--- config.mk ---
export PLATFORM = sky130hd
export DESIGN_NAME = pipe_issue_sched
export DESIGN_NICKNAME = d
export VERILOG_FILES = /design/src/rtl/pipe_issue_sched.sv
export SDC_FILE = /design/constraint.sdc
export NUM_CORES = 1
export LEC_CHECK = 0
export ABC_AREA = 0
export CAP_MARGIN = 20
export CORE_MARGIN = 10
export CORE_UTILIZATION = 30
export CTS_BUF_LIST = sky130_fd_sc_hd__clkbuf_8
export DETAILED_ROUTE_END_ITERATION = 12
export SLEW_MARGIN = 20
export SYNTH_ARGS = -nofsm -noshare
export SYNTH_HDL_FRONTEND = slang
export SYNTH_SLANG_ARGS = --single-unit
--- constraint.sdc ---
create_clock -name clk -period 18.8 [get_ports clk]
set_input_delay 5.64 -clock clk [delete_from_list [all_inputs] [get_ports clk]]
set_output_delay 5.64 -clock clk [all_outputs]
set_load 0.01 [all_outputs]
--- src/rtl/pipe_issue_sched.sv ---
// ID-stage issue scheduler: per-register pending-write scoreboard, RAW stalls, EX redirect flush
// and syscall drain/hand-off. Optional stall counter under `define PIPE_SCHED_PERF_EN.
module pipe_issue_sched #(
    parameter int PEND_W = 2
) (
    input  logic        clk,
    input  logic        rst,
    input  logic        en,
    input  logic        id_valid,
    input  logic [4:0]  id_req_a,
    input  logic        id_ra,
    input  logic [4:0]  id_req_b,
    input  logic        id_rb,
    input  logic        id_we,
    input  logic [4:0]  id_req_w,
    input  logic        id_syscall,
    input  logic        ex_redirect,
    input  logic        wb_we,
    input  logic [4:0]  wb_req_w,
    input  logic        sys_done,
    output logic        issue,
    output logic        stall_if,
    output logic        stall_id,
    output logic        flush_id,
    output logic        sys_go,
    output logic        sb_err,
    output logic [31:0] stall_cnt
);

    typedef enum logic [1:0] {RUN, DRAIN, SYS} state_t;

    localparam logic [PEND_W-1:0] PEND_MAX = '1;

    state_t            state;
    state_t            state_nxt;
    logic              go_nxt;
    logic [PEND_W-1:0] pend     [32];
    logic [PEND_W-1:0] pend_nxt [32];
    logic              err_nxt;
    logic              haz;
    logic              drained;
    logic              sb_inc;
    logic              sb_dec;

    // Entry 0 stays zero, so r0 can never raise a hazard.
    assign haz = (id_ra && id_req_a != 5'd0 && pend[id_req_a] != '0)
               | (id_rb && id_req_b != 5'd0 && pend[id_req_b] != '0)
               | (id_we && id_req_w != 5'd0 && pend[id_req_w] == PEND_MAX);

    // Only decrements happen while draining, so this cycle's WB alone can finish the drain.
    always_comb begin
        drained = 1'b1;
        for (int r = 1; r < 32; r++) begin
            if (pend[r] != '0 &&
                !(pend[r] == PEND_W'(1) && sb_dec && wb_req_w == 5'(r)))
                drained = 1'b0;
        end
    end

    always_comb begin
        issue     = 1'b0;
        stall_if  = 1'b0;
        stall_id  = 1'b0;
        flush_id  = 1'b0;
        go_nxt    = 1'b0;
        state_nxt = state;
        if (ex_redirect) begin
            flush_id  = 1'b1;
            state_nxt = RUN;
        end else begin
            case (state)
                RUN: begin
                    if (id_valid) begin
                        if (id_syscall) begin
                            stall_if  = 1'b1;
                            stall_id  = 1'b1;
                            state_nxt = DRAIN;
                        end else begin
                            issue    = !haz;
                            stall_if = haz;
                            stall_id = haz;
                        end
                    end
                end
                DRAIN: begin
                    stall_if = 1'b1;
                    stall_id = 1'b1;
                    if (drained) begin
                        go_nxt    = 1'b1;
                        state_nxt = SYS;
                    end
                end
                SYS: begin
                    if (sys_done) begin
                        issue     = 1'b1;
                        state_nxt = RUN;
                    end else begin
                        stall_if = 1'b1;
                        stall_id = 1'b1;
                    end
                end
                default: state_nxt = RUN;
            endcase
        end
    end

    // The syscall retiring from SYS never writes the RF, so only RUN issues allocate.
    assign sb_inc = issue && id_we && state == RUN && id_req_w != 5'd0;
    assign sb_dec = wb_we && wb_req_w != 5'd0;

    always_comb begin
        err_nxt     = 1'b0;
        pend_nxt[0] = '0;
        for (int r = 1; r < 32; r++) begin
            pend_nxt[r] = pend[r];
            if (sb_inc && id_req_w == 5'(r) && !(sb_dec && wb_req_w == 5'(r))) begin
                if (pend[r] == PEND_MAX) err_nxt = 1'b1;
                else                     pend_nxt[r] = pend[r] + PEND_W'(1);
            end else if (sb_dec && wb_req_w == 5'(r) && !(sb_inc && id_req_w == 5'(r))) begin
                if (pend[r] == '0) err_nxt = 1'b1;
                else               pend_nxt[r] = pend[r] - PEND_W'(1);
            end
        end
    end

    always_ff @(posedge clk) begin
        if (rst) begin
            state  <= RUN;
            sys_go <= 1'b0;
            sb_err <= 1'b0;
            for (int r = 0; r < 32; r++) pend[r] <= '0;
        end else if (en) begin
            state  <= state_nxt;
            sys_go <= go_nxt;
            sb_err <= sb_err | err_nxt;
            for (int r = 0; r < 32; r++) pend[r] <= pend_nxt[r];
        end
    end

`ifdef PIPE_SCHED_PERF_EN
    always_ff @(posedge clk) begin
        if (rst)
            stall_cnt <= 32'd0;
        else if (en && stall_id)
            stall_cnt <= stall_cnt + 32'd1;
    end
`else
    assign stall_cnt = 32'd0;
`endif

endmodule
## Word-level counts from Yosys, hierarchy flattened

Memories as Yosys holds them, arrays and structs flattened.
Cells that the tools add are included.

- Bits in read-only memories: 0
- RAM bits: 64
- Output and inout port bits: 38
- Bits in latches: 0
- Input bits: 31
- Flip-flop bits (word level): 4
- Memories: 1

Memory list:

| memory | words | width | rd ports | clocked after Yosys merged registers in | wr ports | RTL line | text |
|---|---|---|---|---|---|---|---|
| pend | 32 | 2 | 34 | 0 | 32 | 37 | `logic [PEND_W-1:0] pend [32];` |

- Div/mod/pow operators: 0
- Mux-type cells: 336
- Bitwise logic cells: 35
- Reduce and logical (&&, ||, !) cells: 391
- Shifts and indexed selects: 0
- $add $sub $neg: 62
- Multipliers: 0
- Equal/unequal tests: 131
- Order comparisons: 0

Operator list:

| operator | number |
|---|---|
| 2-bit 2-to-1 mux | 161 |
| 1-bit logical AND | 227 |
| 1-bit 2-to-1 mux | 172 |
| 5-bit == test (second input constant) | 32 |
| 1-bit zero test | 94 |
| 5-bit by 4-bit == test with 1-bit output (second input constant) | 16 |
| 2-bit == test (second input constant) | 33 |
| 2-bit nonzero test | 33 |
| 2-bit by 1-bit == test with 1-bit output (second input constant) | 32 |
| 2-bit zero test | 32 |
| 2-bit by 1-bit adder with 2-bit output (second input constant) | 31 |
| 2-bit by 1-bit subtractor with 2-bit output (second input constant) | 31 |
| 5-bit by 3-bit == test with 1-bit output (second input constant) | 8 |
| 1-bit OR | 35 |
| 5-bit by 2-bit == test with 1-bit output (second input constant) | 4 |
| 5-bit nonzero test | 4 |
| 3-bit != test (second input constant) | 4 |
| 5-bit by 1-bit == test with 1-bit output (second input constant) | 2 |
| 2-bit case mux with 3 select lines | 1 |
| 5-bit AND reduction | 1 |
| 1-bit case mux with 3 select lines | 1 |
| 1-bit case mux with 2 select lines | 1 |

## Logic depth before layout (Yosys ltp)

- Word-level depth: 109
- Mapped depth: 23

## Worst setup path after synthesis

OpenSTA, ideal clock, no wires.

- Path kind: input to output
- Start point: input port id_req_w[1]
- End point: output port stall_if
- Required time: 13,160 ps
- Stages: 13
- Slack: 5,446 ps
- Data arrival time: 7,714 ps
- Cell sequence: buf_2 > buf_1 > mux4_2 > a32oi_1 > o41ai_1 > a32oi_2 > and3_1 > nand2_1 > a21oi_1 > nor2_1 > a21oi_1 > nor2_1 > buf_4

- Longest elaborated chain between the ends: 8
- Elaborated cells between the ends (all ways): 10
- Those cells by class: eq/ne: 1; mux: 4; bitwise: 1; reduce/logical: 3; memory: 1

RTL lines:

| item | RTL line | text |
|---|---|---|
| start: declaration | 15 | `input logic [4:0] id_req_w,` |
| memory read 32 x 2 bit / 5-bit nonzero test (equally long branches) | -- |  |
| 2-bit == test / 1-bit logical AND (equally long branches) | 48 | `\| (id_we && id_req_w != 5'd0 && pend[id_req_w] == PEND_MAX);` |
| 1-bit logical AND (*) | 48 |  |
| 1-bit OR (*) | 48 |  |
| 1-bit 2-to-1 mux (*) (2 in series) | -- |  |
| 1-bit case mux with 3 select lines (*) | -- |  |
| 1-bit 2-to-1 mux (*) | -- |  |
| end: declaration | 22 | `output logic stall_if,` |

Mark *: on every way between the ends. The rest lies on a longest branch, timed or not.

## Worst setup path after layout

- Start point: input port id_req_a[0]
- End point: output port stall_id

- Longest elaborated chain between the ends: 9
- Elaborated cells between the ends (all ways): 11
- Those cells by class: mux: 4; bitwise: 2; reduce/logical: 4; memory: 1

RTL lines:

| item | RTL line | text |
|---|---|---|
| start: declaration | 10 | `input logic [4:0] id_req_a,` |
| memory read 32 x 2 bit / 5-bit nonzero test (equally long branches) | -- |  |
| 2-bit nonzero test / 1-bit logical AND (equally long branches) | 46 | `assign haz = (id_ra && id_req_a != 5'd0 && pend[id_req_a] != '0)` |
| 1-bit logical AND (*) | 46 |  |
| 1-bit OR (*) | 47 | `\| (id_rb && id_req_b != 5'd0 && pend[id_req_b] != '0)` |
| 1-bit OR (*) | 48 |  |
| 1-bit 2-to-1 mux (*) | 74 | `if (id_syscall) begin` |
| 1-bit 2-to-1 mux (*) | 73 | `if (id_valid) begin` |
| 1-bit case mux with 3 select lines (*) | 71 | `case (state)` |
| 1-bit 2-to-1 mux (*) | 67 | `if (ex_redirect) begin` |
| end: declaration | 23 | `output logic stall_id,` |

Marked as above.

==> qor.csv <==
stage;metric;value;unit
synthesis;leading area contributor after synthesis;edfxtp_1;
cells_and_area;layout cell share with drive strength beyond 1;4.739;%
cts;root buffer cell;clkbuf_8;
setup_path;Worst path depth;12;
pwr;Switching Power;154.7;µW
global_route;largest net degree at the start of global routing;37;
sta;final setup fails;0;
global_route;Tot GR Track Use;16.48;%
global_route;vias in the first global route;7301;
setup_path;critical path endpoint category;primary output;
cts;htree depth;3;
routing;Detail Route Antenna Nets;0;
setup_path;CP Data Arrival Time;9.16;ns
status;outcome;finished clean;
synthesis;top_reg_cell synth;edfxtp_1;
routing;via count;7641;
pwr;PnR Total Power;423.7;µW
cells_and_area;Nets;1187;
sta;period utilisation layout;78.74;%
floorplanning;Die Ht;186.5;µm
sta;Fin. Hold Viols;0;
cts;total CTS buffers;9;
cts;Resized Gates After CTS;0;
sta;Rel. slew slack;33.93;%
cts;Clk Latency, worst-skew pair;0.39;ns
setup_path;CP max stage delay;1.06;ns
placed_design;DP Wirelength;23.48;mm
setup_path;cell family with most CP delay;buffers and inverters;
global_route;first-pass GRT wire length;44.98;mm
sta;RSZ-0062 raised after global routing;no;
cts;CTS Sinks;66;
routing;first-iteration detailed-routing DRC count;890;
setup_path;Worst setup SP type;primary input;
setup_path;CP required;13.16;ns
sta;Final min period;14.80;ns
setup_path;Worst Path Max Fanout;23;
synthesis;Yosys warning total;0;
cells_and_area;most common cell after layout, fill and taps aside;nor2_1;
pwr;internal power component;268.9;µW
pwr;Sequential Power Share;45.0;%
setup_path;crit path from;id_req_a[0];
synthesis;Synth Register Bits;66;
pwr;leakage power;0.003658;µW
sta;slew at the pin closest to its max-slew limit;0.9899;ns
floorplanning;# IOs;69;
synthesis;EDFF count, synth;62;
worst_hold_path;HP Start;sys_go$_SDFFE_PP0P_;
worst_hold_path;HP Class;flip-flop to flip-flop;
cts;CTS tree;built;
synthesis;Mean Syn Cell Area;8.141;µm²
cts;postcts setup bufs;0;
cells_and_area;FILL cells;2831;
cts;Reg clk slew, reported paths;0.08;ns
synthesis;Gate Count Post-Synth;1022;
worst_hold_path;Hold Path Stages;2;
cts;CTS Hold Bufs;0;
setup_path;Crit-path slowest cell;clkdlybuf4s50_1;
global_route;GR Overflow Total;0;
pwr;VDD IR-drop max;0.02459;mV
synthesis;Cell variety after synth;68;
routing;routed wire length;29.45;mm
pwr;Clock power frac;26.4;%
routing;Routed wire per std cell;20.94;µm
synthesis;post-synthesis sequential area ratio;23.34;%
setup_path;CP Buf/Inv Count;3;
cells_and_area;synthesis-to-finish area growth;8.556;%
placed_design;Port Buffers;36;
setup_path;reg2reg path depth;21;
sta;final slew viol count;0;
sta;Clock Skews;0.01287;ns
floorplanning;Core Area;27100;µm²
global_route;initial antenna violation count;0;
pwr;PwrDens;46.91;nW/µm²
floorplanning;initial core utilization;30.70;%
cts;Bufs on Longest Clock Path;2;
synthesis;top post-synthesis cells by area;edfxtp_1, ha_1, nor2_1, inv_1, nand2_1;
synthesis;Mapped Area;8320;µm²
cells_and_area;most frequent cells in the layout;nor2_1, ha_1, inv_1, nand2_1, edfxtp_1;
sta;max frequency;0.06756;GHz
pwr;Sw Ratio;36.52;%
setup_path;Cell Chain, Critical Path;clkdlybuf4s50_1 > inv_1 > a311oi_1 > o311ai_0 > or4_1 > and3_1 > nand2_1 > a21oi_1 > nor2_1 > a21oi_1 > nor2_1 > clkdlybuf4s50_1;
sta;setup TNS;0;ns
routing;post-DR vias/cell;5.435;
synthesis;Async SR Flop Fraction;0;%
synthesis;Synth top area share;22.38;%
floorplanning;die area;34800;µm²
routing;drc violations;0;
routing;DR pass1 iterations;5;
setup_path;critical path class;primary input to primary output;
cells_and_area;antenna cells;0;
floorplanning;chip width;186.5;µm
run;Max Cap Viol;0;
pwr;combinational share of power;28.6;%
setup_path;worst r2r src;pend[19][0]$_SDFFCE_PP0P_;
placed_design;Placer Congestion;0.9895;
floorplanning;Rows;60;
-- synth_stat cells (7+ instances only) --
cell type / instances
a31oi_1: 13
nor2b_1: 14
and2_1: 7
nor2_1: 136
inv_1: 114
buf_4: 35
a311oi_1: 7
nor3_1: 46
a21oi_1: 44
a211oi_1: 8
mux4_2: 8
nand2_1: 72
nand4b_1: 8
ha_1: 127
nand3b_1: 16
nand4_1: 11
nor4_1: 19
edfxtp_1: 62
nand3_1: 27
clkbuf_1: 34
o31ai_1: 15
o21ai_0: 31
xor2_1: 21
nand2b_1: 18
or3_1: 8
-- power by group through the flow --
stage | sequential [µW] | combinational (µW) | clock [µW]
after floorplan | 185 | 87.0 | 0
after global placement | 193 | 117 | 0
after detailed placement | 193 | 118 | 0
after CTS | 190 | 119 | 116
after global routing | 192 | 133 | 120
final | 191 | 121 | 112
-- final cells by class --
cell class	instances	area [µm²]	area share (%)
Multi-Input combinational cell	794	5610	62.11
Sequential cell	66	1942	21.50
Tap cell	372	465.4	5.153
Inverter	114	427.9	4.737
Timing Repair Buffer	44	420.4	4.654
Clock buffer	10	137.6	1.524
Clock inverter	6	28.78	0.3186
-- kinds of logic after synthesis --
group | after synthesis | share of synthesized area, %
and+or+nand+nor | 415 | 25.11
buffers and inverters | 193 | 10.63
AOI/OAI and AO/OA | 170 | 13.68
adders and majority gates | 127 | 19.10
DFF | 66 | 23.34
xor gates and xnor gates | 27 | 2.842
muxes | 23 | 5.248
other | 1 | 0.04507
-- flip-flops by register name, summed over array words and instances (netlist names) --
name,cells
pend,62
sb_err,1
state,2
sys_go,1
-- per-layer routing --
layer / global-route usage [%] / wire (µm) / vias up
li1: - / - / 3567
met4: 5.056 / 596 / 0
met5: 0 / 0 / -
met1: 22.56 / 13310 / 3656
met2: 24.60 / 12720 / 380
met3: 4.413 / 2810 / 38
-- stage by stage --
stage               hold slack [ns]  setup WS, ns  utilization (%)  instance area [µm²]  instances
CTS                          0.4882         4.049            33.33                 9032       1406
global route                 0.5346         3.846            33.33                 9032       1406
floorplan                    0.4858         5.446                -                 8437       1053
detailed placement           0.4753         4.048            32.71                 8866       1390
global placement             0.4547         4.089            32.71                 8866       1390
finish                       0.4914         3.997            33.33                 9032       1406
-- path summary, 6_finish.rpt --
kind                    endpoint  slack, ns
max                     stall_id       4.00
min          sys_go$_SDFFE_PP0P_       0.49
max reg2reg  sb_err$_SDFFE_PP0P_      12.52
min reg2reg  sys_go$_SDFFE_PP0P_       0.49
-- tightest hold or removal path, delay by kind of cell (launching register included) --
family	cells	cell delay [ns]
DFF	1	0.32
and+or+nand+nor	1	0.06
AOI/OAI and AO/OA	1	0.06
No activity file was read; power rests on OpenSTA's default activity.
